<file path="src/rtl/vx_lmem_remap_if.sv">
// vx_lmem_remap_if: LSU memory bundle; master drives req_* and rsp_ready, slave drives req_ready and rsp_*
interface vx_lmem_remap_if #(
  parameter int NUM_LANES = 4,
  parameter int ADDR_W = 32,
  parameter int DATA_W = 32,
  parameter int FLAGS_W = 2,
  parameter int TAG_W = 8
);
  logic req_valid;
  logic req_rw;
  logic [NUM_LANES-1:0] req_mask;
  logic [NUM_LANES-1:0][DATA_W/8-1:0] req_byteen;
  logic [NUM_LANES-1:0][ADDR_W-1:0] req_addr;
  logic [NUM_LANES-1:0][FLAGS_W-1:0] req_flags;
  logic [NUM_LANES-1:0][DATA_W-1:0] req_data;
  logic [TAG_W-1:0] req_tag;
  logic req_ready;
  logic rsp_valid;
  logic [NUM_LANES-1:0] rsp_mask;
  logic [NUM_LANES-1:0][DATA_W-1:0] rsp_data;
  logic [TAG_W-1:0] rsp_tag;
  logic rsp_ready;
  modport master (
    output req_valid, req_rw, req_mask, req_byteen, req_addr, req_flags, req_data, req_tag,
    input req_ready,
    input rsp_valid, rsp_mask, rsp_data, rsp_tag,
    output rsp_ready
  );
  modport slave (
    input req_valid, req_rw, req_mask, req_byteen, req_addr, req_flags, req_data, req_tag,
    output req_ready,
    output rsp_valid, rsp_mask, rsp_data, rsp_tag,
    input rsp_ready
  );
endinterface

</file>
<file path="src/rtl/vx_lmem_remap.sv">
// vx_lmem_remap: remaps local LSU lanes to base+offset in global memory (ports: clk, reset, lsu_in_if slave, lsu_out_if master, base_wr_valid/data/ready, busy; VX_LMEM_REMAP_PERF_EN adds perf_local_reqs, perf_stall_cycles)
module vx_lmem_remap #(
`ifdef VX_LMEM_REMAP_PERF_EN
  parameter int PERF_CTR_BITS = 32,
`endif
  parameter int NUM_LANES = 4,
  parameter int LSU_ADDR_WIDTH = 32,
  parameter int DATA_WIDTH = 32,
  parameter int FLAGS_WIDTH = 2,
  parameter int TAG_WIDTH = 8,
  parameter int MEM_REQ_FLAG_LOCAL = 1,
  parameter logic [LSU_ADDR_WIDTH-1:0] LMEM_BASE_ADDR = '0,
  parameter int LMEM_SIZE_LOG2 = 12,
  parameter int MAX_PENDING = 16
) (
  input logic clk,
  input logic reset,
  vx_lmem_remap_if.slave lsu_in_if,
  vx_lmem_remap_if.master lsu_out_if,
  input logic base_wr_valid,
  input logic [LSU_ADDR_WIDTH-1:0] base_wr_data,
  output logic base_wr_ready,
  output logic busy
`ifdef VX_LMEM_REMAP_PERF_EN
  ,
  output logic [PERF_CTR_BITS-1:0] perf_local_reqs,
  output logic [PERF_CTR_BITS-1:0] perf_stall_cycles
`endif
);
  localparam int AW = LSU_ADDR_WIDTH;
  localparam int PW = $clog2(MAX_PENDING + 1);
  localparam int PW1 = PW + 1;
  typedef enum logic [1:0] {IDLE, DRAIN, UPDATE} state_t;
  state_t state, state_n;
  logic [AW-1:0] base;
  logic [PW-1:0] pending;
  logic valid_q, rw_q;
  logic [NUM_LANES-1:0] mask_q;
  logic [NUM_LANES-1:0][DATA_WIDTH/8-1:0] byteen_q;
  logic [NUM_LANES-1:0][AW-1:0] addr_q, addr_remap;
  logic [NUM_LANES-1:0][FLAGS_WIDTH-1:0] flags_q;
  logic [NUM_LANES-1:0][DATA_WIDTH-1:0] data_q;
  logic [TAG_WIDTH-1:0] tag_q;
  logic accepting, stall_pending, in_fire, out_fire, inc, dec;
  assign stall_pending = ({1'b0, pending} + PW1'(valid_q && !rw_q)) >= PW1'(MAX_PENDING);
  assign lsu_in_if.req_ready = !reset && accepting && (!valid_q || lsu_out_if.req_ready);
  assign in_fire = lsu_in_if.req_valid && lsu_in_if.req_ready;
  assign out_fire = valid_q && lsu_out_if.req_ready;
  assign inc = out_fire && !rw_q;
  assign dec = lsu_out_if.rsp_valid && lsu_out_if.rsp_ready;
  assign busy = pending != '0 || valid_q;
  always_comb
    for (int i = 0; i < NUM_LANES; i++)
      addr_remap[i] = lsu_in_if.req_flags[i][MEM_REQ_FLAG_LOCAL] ? base + AW'(lsu_in_if.req_addr[i][LMEM_SIZE_LOG2-1:0]) : lsu_in_if.req_addr[i];
  always_ff @(posedge clk) begin
    if (reset) valid_q <= 1'b0;
    else if (in_fire) valid_q <= 1'b1;
    else if (out_fire) valid_q <= 1'b0;
    if (in_fire) begin
      rw_q <= lsu_in_if.req_rw;
      mask_q <= lsu_in_if.req_mask;
      byteen_q <= lsu_in_if.req_byteen;
      addr_q <= addr_remap;
      flags_q <= lsu_in_if.req_flags;
      data_q <= lsu_in_if.req_data;
      tag_q <= lsu_in_if.req_tag;
    end
  end
  always_ff @(posedge clk) begin
    if (reset) pending <= '0;
    else if (inc && !dec) pending <= pending + PW'(1);
    else if (dec && !inc && pending != '0) pending <= pending - PW'(1);
  end
  always_ff @(posedge clk) begin
    if (reset) begin
      state <= IDLE;
      base <= LMEM_BASE_ADDR;
    end else begin
      state <= state_n;
      if (state == UPDATE) base <= base_wr_data;
    end
  end
  always_comb
    state_n = state == IDLE ? (base_wr_valid ? DRAIN : IDLE) :
              state == DRAIN ? ((!valid_q && pending == '0) ? UPDATE : DRAIN) : IDLE;
  always_comb begin
    accepting = state == IDLE && !base_wr_valid && !stall_pending;
    base_wr_ready = state == UPDATE;
  end
  assign lsu_out_if.req_valid = valid_q;
  assign lsu_out_if.req_rw = rw_q;
  assign lsu_out_if.req_mask = mask_q;
  assign lsu_out_if.req_byteen = byteen_q;
  assign lsu_out_if.req_addr = addr_q;
  assign lsu_out_if.req_flags = flags_q;
  assign lsu_out_if.req_data = data_q;
  assign lsu_out_if.req_tag = tag_q;
  assign lsu_in_if.rsp_valid = lsu_out_if.rsp_valid;
  assign lsu_in_if.rsp_mask = lsu_out_if.rsp_mask;
  assign lsu_in_if.rsp_data = lsu_out_if.rsp_data;
  assign lsu_in_if.rsp_tag = lsu_out_if.rsp_tag;
  assign lsu_out_if.rsp_ready = lsu_in_if.rsp_ready;
  assert property (@(posedge clk) disable iff (reset) !(dec && pending == '0));
`ifdef VX_LMEM_REMAP_PERF_EN
  logic [NUM_LANES-1:0] local_act;
  always_comb
    for (int i = 0; i < NUM_LANES; i++)
      local_act[i] = lsu_in_if.req_mask[i] && lsu_in_if.req_flags[i][MEM_REQ_FLAG_LOCAL];
  always_ff @(posedge clk) begin
    if (reset) begin
      perf_local_reqs <= '0;
      perf_stall_cycles <= '0;
    end else begin
      if (in_fire && |local_act) perf_local_reqs <= perf_local_reqs + PERF_CTR_BITS'(1);
      if (lsu_in_if.req_valid && !accepting) perf_stall_cycles <= perf_stall_cycles + PERF_CTR_BITS'(1);
    end
  end
`endif
endmodule

</file>
<file path="src/flat_wrapper.sv">
// flat-port wrapper written by rule: the top's interface ports become plain ports
module vx_lmem_remap_flat 
#(

  parameter int NUM_LANES = 4,
  parameter int LSU_ADDR_WIDTH = 32,
  parameter int DATA_WIDTH = 32,
  parameter int FLAGS_WIDTH = 2,
  parameter int TAG_WIDTH = 8,
  parameter int MEM_REQ_FLAG_LOCAL = 1,
  parameter logic [LSU_ADDR_WIDTH-1:0] LMEM_BASE_ADDR = '0,
  parameter int LMEM_SIZE_LOG2 = 12,
  parameter int MAX_PENDING = 16
)
  (clk, reset, base_wr_valid, base_wr_data, base_wr_ready, busy, lsu_in_if_req_valid, lsu_in_if_req_rw, lsu_in_if_req_mask, lsu_in_if_req_byteen, lsu_in_if_req_addr, lsu_in_if_req_flags, lsu_in_if_req_data, lsu_in_if_req_tag, lsu_in_if_req_ready, lsu_in_if_rsp_valid, lsu_in_if_rsp_mask, lsu_in_if_rsp_data, lsu_in_if_rsp_tag, lsu_in_if_rsp_ready, lsu_out_if_req_valid, lsu_out_if_req_rw, lsu_out_if_req_mask, lsu_out_if_req_byteen, lsu_out_if_req_addr, lsu_out_if_req_flags, lsu_out_if_req_data, lsu_out_if_req_tag, lsu_out_if_req_ready, lsu_out_if_rsp_valid, lsu_out_if_rsp_mask, lsu_out_if_rsp_data, lsu_out_if_rsp_tag, lsu_out_if_rsp_ready);
  vx_lmem_remap_if #(.NUM_LANES(NUM_LANES), .ADDR_W(32), .DATA_W(32), .FLAGS_W(2), .TAG_W(8)) lsu_in_if_i ();
  vx_lmem_remap_if #(.NUM_LANES(NUM_LANES), .ADDR_W(32), .DATA_W(32), .FLAGS_W(2), .TAG_W(8)) lsu_out_if_i ();
  input logic clk;
  input logic reset;
  input logic base_wr_valid;
  input logic [LSU_ADDR_WIDTH-1:0] base_wr_data;
  output logic base_wr_ready;
  output logic busy;
  input wire logic [$bits(lsu_in_if_i.req_valid)-1:0] lsu_in_if_req_valid;
  input wire logic [$bits(lsu_in_if_i.req_rw)-1:0] lsu_in_if_req_rw;
  input wire logic [$bits(lsu_in_if_i.req_mask)-1:0] lsu_in_if_req_mask;
  input wire logic [$bits(lsu_in_if_i.req_byteen)-1:0] lsu_in_if_req_byteen;
  input wire logic [$bits(lsu_in_if_i.req_addr)-1:0] lsu_in_if_req_addr;
  input wire logic [$bits(lsu_in_if_i.req_flags)-1:0] lsu_in_if_req_flags;
  input wire logic [$bits(lsu_in_if_i.req_data)-1:0] lsu_in_if_req_data;
  input wire logic [$bits(lsu_in_if_i.req_tag)-1:0] lsu_in_if_req_tag;
  output wire logic [$bits(lsu_in_if_i.req_ready)-1:0] lsu_in_if_req_ready;
  output wire logic [$bits(lsu_in_if_i.rsp_valid)-1:0] lsu_in_if_rsp_valid;
  output wire logic [$bits(lsu_in_if_i.rsp_mask)-1:0] lsu_in_if_rsp_mask;
  output wire logic [$bits(lsu_in_if_i.rsp_data)-1:0] lsu_in_if_rsp_data;
  output wire logic [$bits(lsu_in_if_i.rsp_tag)-1:0] lsu_in_if_rsp_tag;
  input wire logic [$bits(lsu_in_if_i.rsp_ready)-1:0] lsu_in_if_rsp_ready;
  output wire logic [$bits(lsu_out_if_i.req_valid)-1:0] lsu_out_if_req_valid;
  output wire logic [$bits(lsu_out_if_i.req_rw)-1:0] lsu_out_if_req_rw;
  output wire logic [$bits(lsu_out_if_i.req_mask)-1:0] lsu_out_if_req_mask;
  output wire logic [$bits(lsu_out_if_i.req_byteen)-1:0] lsu_out_if_req_byteen;
  output wire logic [$bits(lsu_out_if_i.req_addr)-1:0] lsu_out_if_req_addr;
  output wire logic [$bits(lsu_out_if_i.req_flags)-1:0] lsu_out_if_req_flags;
  output wire logic [$bits(lsu_out_if_i.req_data)-1:0] lsu_out_if_req_data;
  output wire logic [$bits(lsu_out_if_i.req_tag)-1:0] lsu_out_if_req_tag;
  input wire logic [$bits(lsu_out_if_i.req_ready)-1:0] lsu_out_if_req_ready;
  input wire logic [$bits(lsu_out_if_i.rsp_valid)-1:0] lsu_out_if_rsp_valid;
  input wire logic [$bits(lsu_out_if_i.rsp_mask)-1:0] lsu_out_if_rsp_mask;
  input wire logic [$bits(lsu_out_if_i.rsp_data)-1:0] lsu_out_if_rsp_data;
  input wire logic [$bits(lsu_out_if_i.rsp_tag)-1:0] lsu_out_if_rsp_tag;
  output wire logic [$bits(lsu_out_if_i.rsp_ready)-1:0] lsu_out_if_rsp_ready;
  assign lsu_in_if_i.req_valid = lsu_in_if_req_valid;
  assign lsu_in_if_i.req_rw = lsu_in_if_req_rw;
  assign lsu_in_if_i.req_mask = lsu_in_if_req_mask;
  assign lsu_in_if_i.req_byteen = lsu_in_if_req_byteen;
  assign lsu_in_if_i.req_addr = lsu_in_if_req_addr;
  assign lsu_in_if_i.req_flags = lsu_in_if_req_flags;
  assign lsu_in_if_i.req_data = lsu_in_if_req_data;
  assign lsu_in_if_i.req_tag = lsu_in_if_req_tag;
  assign lsu_in_if_req_ready = lsu_in_if_i.req_ready;
  assign lsu_in_if_rsp_valid = lsu_in_if_i.rsp_valid;
  assign lsu_in_if_rsp_mask = lsu_in_if_i.rsp_mask;
  assign lsu_in_if_rsp_data = lsu_in_if_i.rsp_data;
  assign lsu_in_if_rsp_tag = lsu_in_if_i.rsp_tag;
  assign lsu_in_if_i.rsp_ready = lsu_in_if_rsp_ready;
  assign lsu_out_if_req_valid = lsu_out_if_i.req_valid;
  assign lsu_out_if_req_rw = lsu_out_if_i.req_rw;
  assign lsu_out_if_req_mask = lsu_out_if_i.req_mask;
  assign lsu_out_if_req_byteen = lsu_out_if_i.req_byteen;
  assign lsu_out_if_req_addr = lsu_out_if_i.req_addr;
  assign lsu_out_if_req_flags = lsu_out_if_i.req_flags;
  assign lsu_out_if_req_data = lsu_out_if_i.req_data;
  assign lsu_out_if_req_tag = lsu_out_if_i.req_tag;
  assign lsu_out_if_i.req_ready = lsu_out_if_req_ready;
  assign lsu_out_if_i.rsp_valid = lsu_out_if_rsp_valid;
  assign lsu_out_if_i.rsp_mask = lsu_out_if_rsp_mask;
  assign lsu_out_if_i.rsp_data = lsu_out_if_rsp_data;
  assign lsu_out_if_i.rsp_tag = lsu_out_if_rsp_tag;
  assign lsu_out_if_rsp_ready = lsu_out_if_i.rsp_ready;
  vx_lmem_remap #(.NUM_LANES(NUM_LANES), .LSU_ADDR_WIDTH(LSU_ADDR_WIDTH), .DATA_WIDTH(DATA_WIDTH), .FLAGS_WIDTH(FLAGS_WIDTH), .TAG_WIDTH(TAG_WIDTH), .MEM_REQ_FLAG_LOCAL(MEM_REQ_FLAG_LOCAL), .LMEM_BASE_ADDR(LMEM_BASE_ADDR), .LMEM_SIZE_LOG2(LMEM_SIZE_LOG2), .MAX_PENDING(MAX_PENDING)) u_core (.clk(clk), .reset(reset), .lsu_in_if(lsu_in_if_i), .lsu_out_if(lsu_out_if_i), .base_wr_valid(base_wr_valid), .base_wr_data(base_wr_data), .base_wr_ready(base_wr_ready), .busy(busy));
endmodule
</file>
<file path="config.mk">
export PLATFORM = sky130hd
export DESIGN_NAME = vx_lmem_remap_flat
export DESIGN_NICKNAME = d
export VERILOG_FILES = /design/src/rtl/vx_lmem_remap_if.sv /design/src/rtl/vx_lmem_remap.sv /design/src/flat_wrapper.sv
export SDC_FILE = /design/constraint.sdc
export NUM_CORES = 1
export LEC_CHECK = 0
export BUFFER_PORTS_ARGS = -buffer_cell sky130_fd_sc_hd__buf_2
export CAP_MARGIN = 20
export CORE_AREA = 2 2 359 361
export DETAILED_ROUTE_END_ITERATION = 12
export DIE_AREA = 0 0 361 363
export PLACE_DENSITY_LB_ADDON = 0.25
export SLEW_MARGIN = 20
export SYNTH_ARGS = -nofsm -noshare
export SYNTH_HDL_FRONTEND = slang
export SYNTH_SLANG_ARGS = --single-unit
</file>
<file path="constraint.sdc">
create_clock -name clk -period 19.9 [get_ports clk]
set_input_delay 2.985 -clock clk [delete_from_list [all_inputs] [get_ports clk]]
set_output_delay 2.985 -clock clk [all_outputs]
set_load 0.02 [all_outputs]
</file>
==> impl_metrics.tcl <==
set metrics [dict create \
    final_util 0.175 \
    start_kind "primary input" \
    yosys_register_bits 333 \
    synth_edf_count 293 \
    die_h_um 363 \
    totalWireLength_um 99600 \
    run_status "finished, final reports clean" \
    finalCritPeriodShare 0.371 \
    start_util 0.130 \
    layout-drive-gt1-share 0.410 \
    crit_required_ps 16910 \
    post-dp-hpwl_um 81600 \
    cts.sinks 333 \
    dp_slack_ps 12430 \
    p_leak_nw 8.65 \
    vdd_drop_max_v 0.0000578 \
    h-tree-depth 2 \
    viasPerCell 3.67 \
    cp_slowest_cell "a31oi_1" \
    hold_violations 0 \
    gp_congestion 0.884 \
    async_flop_share 0 \
    track_usage 0.145 \
    cts_tree "built" \
    cts.clk_slew.worst_paths_ps 60 \
    layout_common_cells "630 x buf_2, 293 x edfxtp_1, 137 x a21oi_1, 109 x nor2_1, 105 x nand2_1" \
    worst-path-buf-inv 3 \
    nNetsFinal 2420 \
    drtIter0Drc 718 \
    antenna_found_initial 55 \
    crit_type "in2out" \
    port_buffers 630 \
    clk_latency_ps 630 \
    hold_path.class "reg2reg" \
    cp_cell_sequence "buf_2 > buf_4 > nor2_1 > nand3_1 > a31oi_1 > buf_2" \
    clock.fmax_mhz 135 \
    cts_buffers 48 \
    drc_errors 0 \
    finalPower_mw 2.23 \
    ant_nets 0 \
    syn_avg_cell_area_um2 11.8 \
    synth_nets 1928 \
    grt_max_degree 67 \
    via_count 13200 \
    setup_viol_count_final 0 \
    maxSlewViolCount 0 \
    max_slew_margin 0.307 \
    grt.overflow.total 0 \
    end_kind "primary output" \
    maxCapViolCount 0 \
    ios 911 \
    ys_types 63 \
    powerDensity_nw_per_um2 100 \
    drt-pass1-iter-count 5 \
    critPathArrivalTime_ps 4400 \
    cts_resized 0 \
    grt_pass1_vias 13000 \
    synth_cells 1400 \
    fin_crit_ps 7390 \
    worst_pin_slew_ps 1040 \
    ys_seq_area_frac 0.580 \
    mostFrequentLayoutCell "buf_2" \
    area_growth_pct 34.3 \
    cp_max_fo 39 \
    cts.root.buffer_cell "clkbuf_16" \
    skew_ps 37.5 \
    setup_tns_ps 0 \
    rows 131 \
    fp.coreArea_um2 127000 \
    wl_per_cell_um 27.6 \
    setup_slack_ps 12510 \
    rsz0062_at_grt "no" \
    ctsHoldBuffers 0 \
    ys_warn_count 0 \
    syn_area_um2 16600 \
    crit_family "buffers and inverters" \
    die_x_um 361 \
    post_cts_buffers 0 \
    cpMostUsedCell "buf_2" \
    clk_path_buf_depth 3 \
    fp.dieArea_um2 131000 \
    synthFlopType "edfxtp_1" \
    cp_slowest_stage_delay_ps 390 \
    grt_pass1_wl_um 127000 \
]
==> area by class of cell <==
class                           count  area, um^2
Inverter                           12        52.6
Sequential cell                   333        9600
Tap cell                         1662        2080
Fill cell                       14200      105000
Antenna cell                       13        32.5
Clock inverter                     28         289
Clock buffer                       58        1260
Multi-Input combinational cell    840        5570
Timing Repair Buffer              657        3360
==> sequential cells by signal (all words and copies together), names as in the netlist <==
name / count
u_core.lsu_out_if.req_addr: 128
u_core.lsu_out_if.req_data: 128
u_core.base: 32
u_core.lsu_out_if.req_byteen: 16
u_core.lsu_out_if.req_flags: 8
u_core.lsu_out_if.req_tag: 8
u_core.pending: 5
u_core.lsu_out_if.req_mask: 4
u_core.state: 2
u_core.lsu_out_if.req_rw: 1
u_core.lsu_out_if.req_valid: 1
==> path summary, 6_finish.rpt <==
check | start | end | slack, ps | depth (start not counted)
setup reg to reg | u_core.base[14] | u_core.lsu_out_if.req_addr[122] | 15700 | 7
hold reg to reg | u_core.base[12] | u_core.base[12] | 460 | 2
setup / recovery | reset | lsu_in_if_req_ready | 12510 | 6
hold / removal | u_core.base[12] | u_core.base[12] | 460 | 2
==> cell families (layout without fill, tap and decap cells) <==
family                     after synthesis  in the layout  share of synthesized area
AOI/OAI and AO/OA                      319            319                      0.117
muxes                                   65             65                     0.0427
and+or+nand+nor                        323            323                     0.0903
other                                    0             13                          0
adders and majority gates               56             56                     0.0446
xor gates and xnor gates                77             77                     0.0407
DFF                                    333            333                      0.580
buffers and inverters                  227            755                     0.0850
==> synthesized netlist by cell type (6+ instances only) <==
cell type	number	area [um^2]
a21boi_0	8	60.1
nor2_1	111	417
a21oi_1	137	686
xor2_1	20	175
ha_1	51	638
nor2b_1	6	37.5
buf_1	8	30.0
o22ai_1	6	37.5
and2_1	9	56.3
edfxtp_1	293	8800
a21o_1	26	195
xnor2_1	57	499
or3_1	20	125
mux2i_1	20	200
and3_1	16	100
o21ai_0	51	255
buf_4	142	1070
a211oi_1	15	113
nand2b_1	6	37.5
nand3_1	15	75.1
nand2_1	105	394
buf_2	8	40.0
dfxtp_1	40	801
clkbuf_1	54	203
mux2_2	45	507
a31oi_1	39	244
inv_1	12	45.0
nor3_1	10	50.1
nand4_1	7	43.8
==> stage by stage <==
| step | instance area [um^2] | instances | hold WS, ps |
|---|---|---|---|
| 3_5_place_dp | 20600 | 3504 | 454 |
| 5_1_grt | 22200 | 3593 | 485 |
| 3_3_place_gp | 20600 | 3504 | 442 |
| 4_1_cts | 22200 | 3590 | 463 |
| 2_1_floorplan | 16600 | 1400 | 447 |
| 6_report | 22200 | 3603 | 457 |
==> power by group <==
group	switching (mW)	internal, mW
Sequential	0.0439	0.841
Clock	0.362	0.504
Combinational	0.312	0.164
Total	0.719	1.51
==> metal layers <==
metal  global-route usage  part of all wire  up-vias
met3               0.0705              0.11      199
met5                    0            0.0035        -
li1                     -                 -     5986
met4               0.0432             0.032       56
met2                0.263              0.51      704
met1                0.147              0.34     6289
==> tightest hold or removal path, cell delays in order (launching register included) <==
cell and delay [ps]:
dfxtp_1 310, nand2_1 50, a21oi_1 50
No activity file was read; power rests on OpenSTA's default activity.
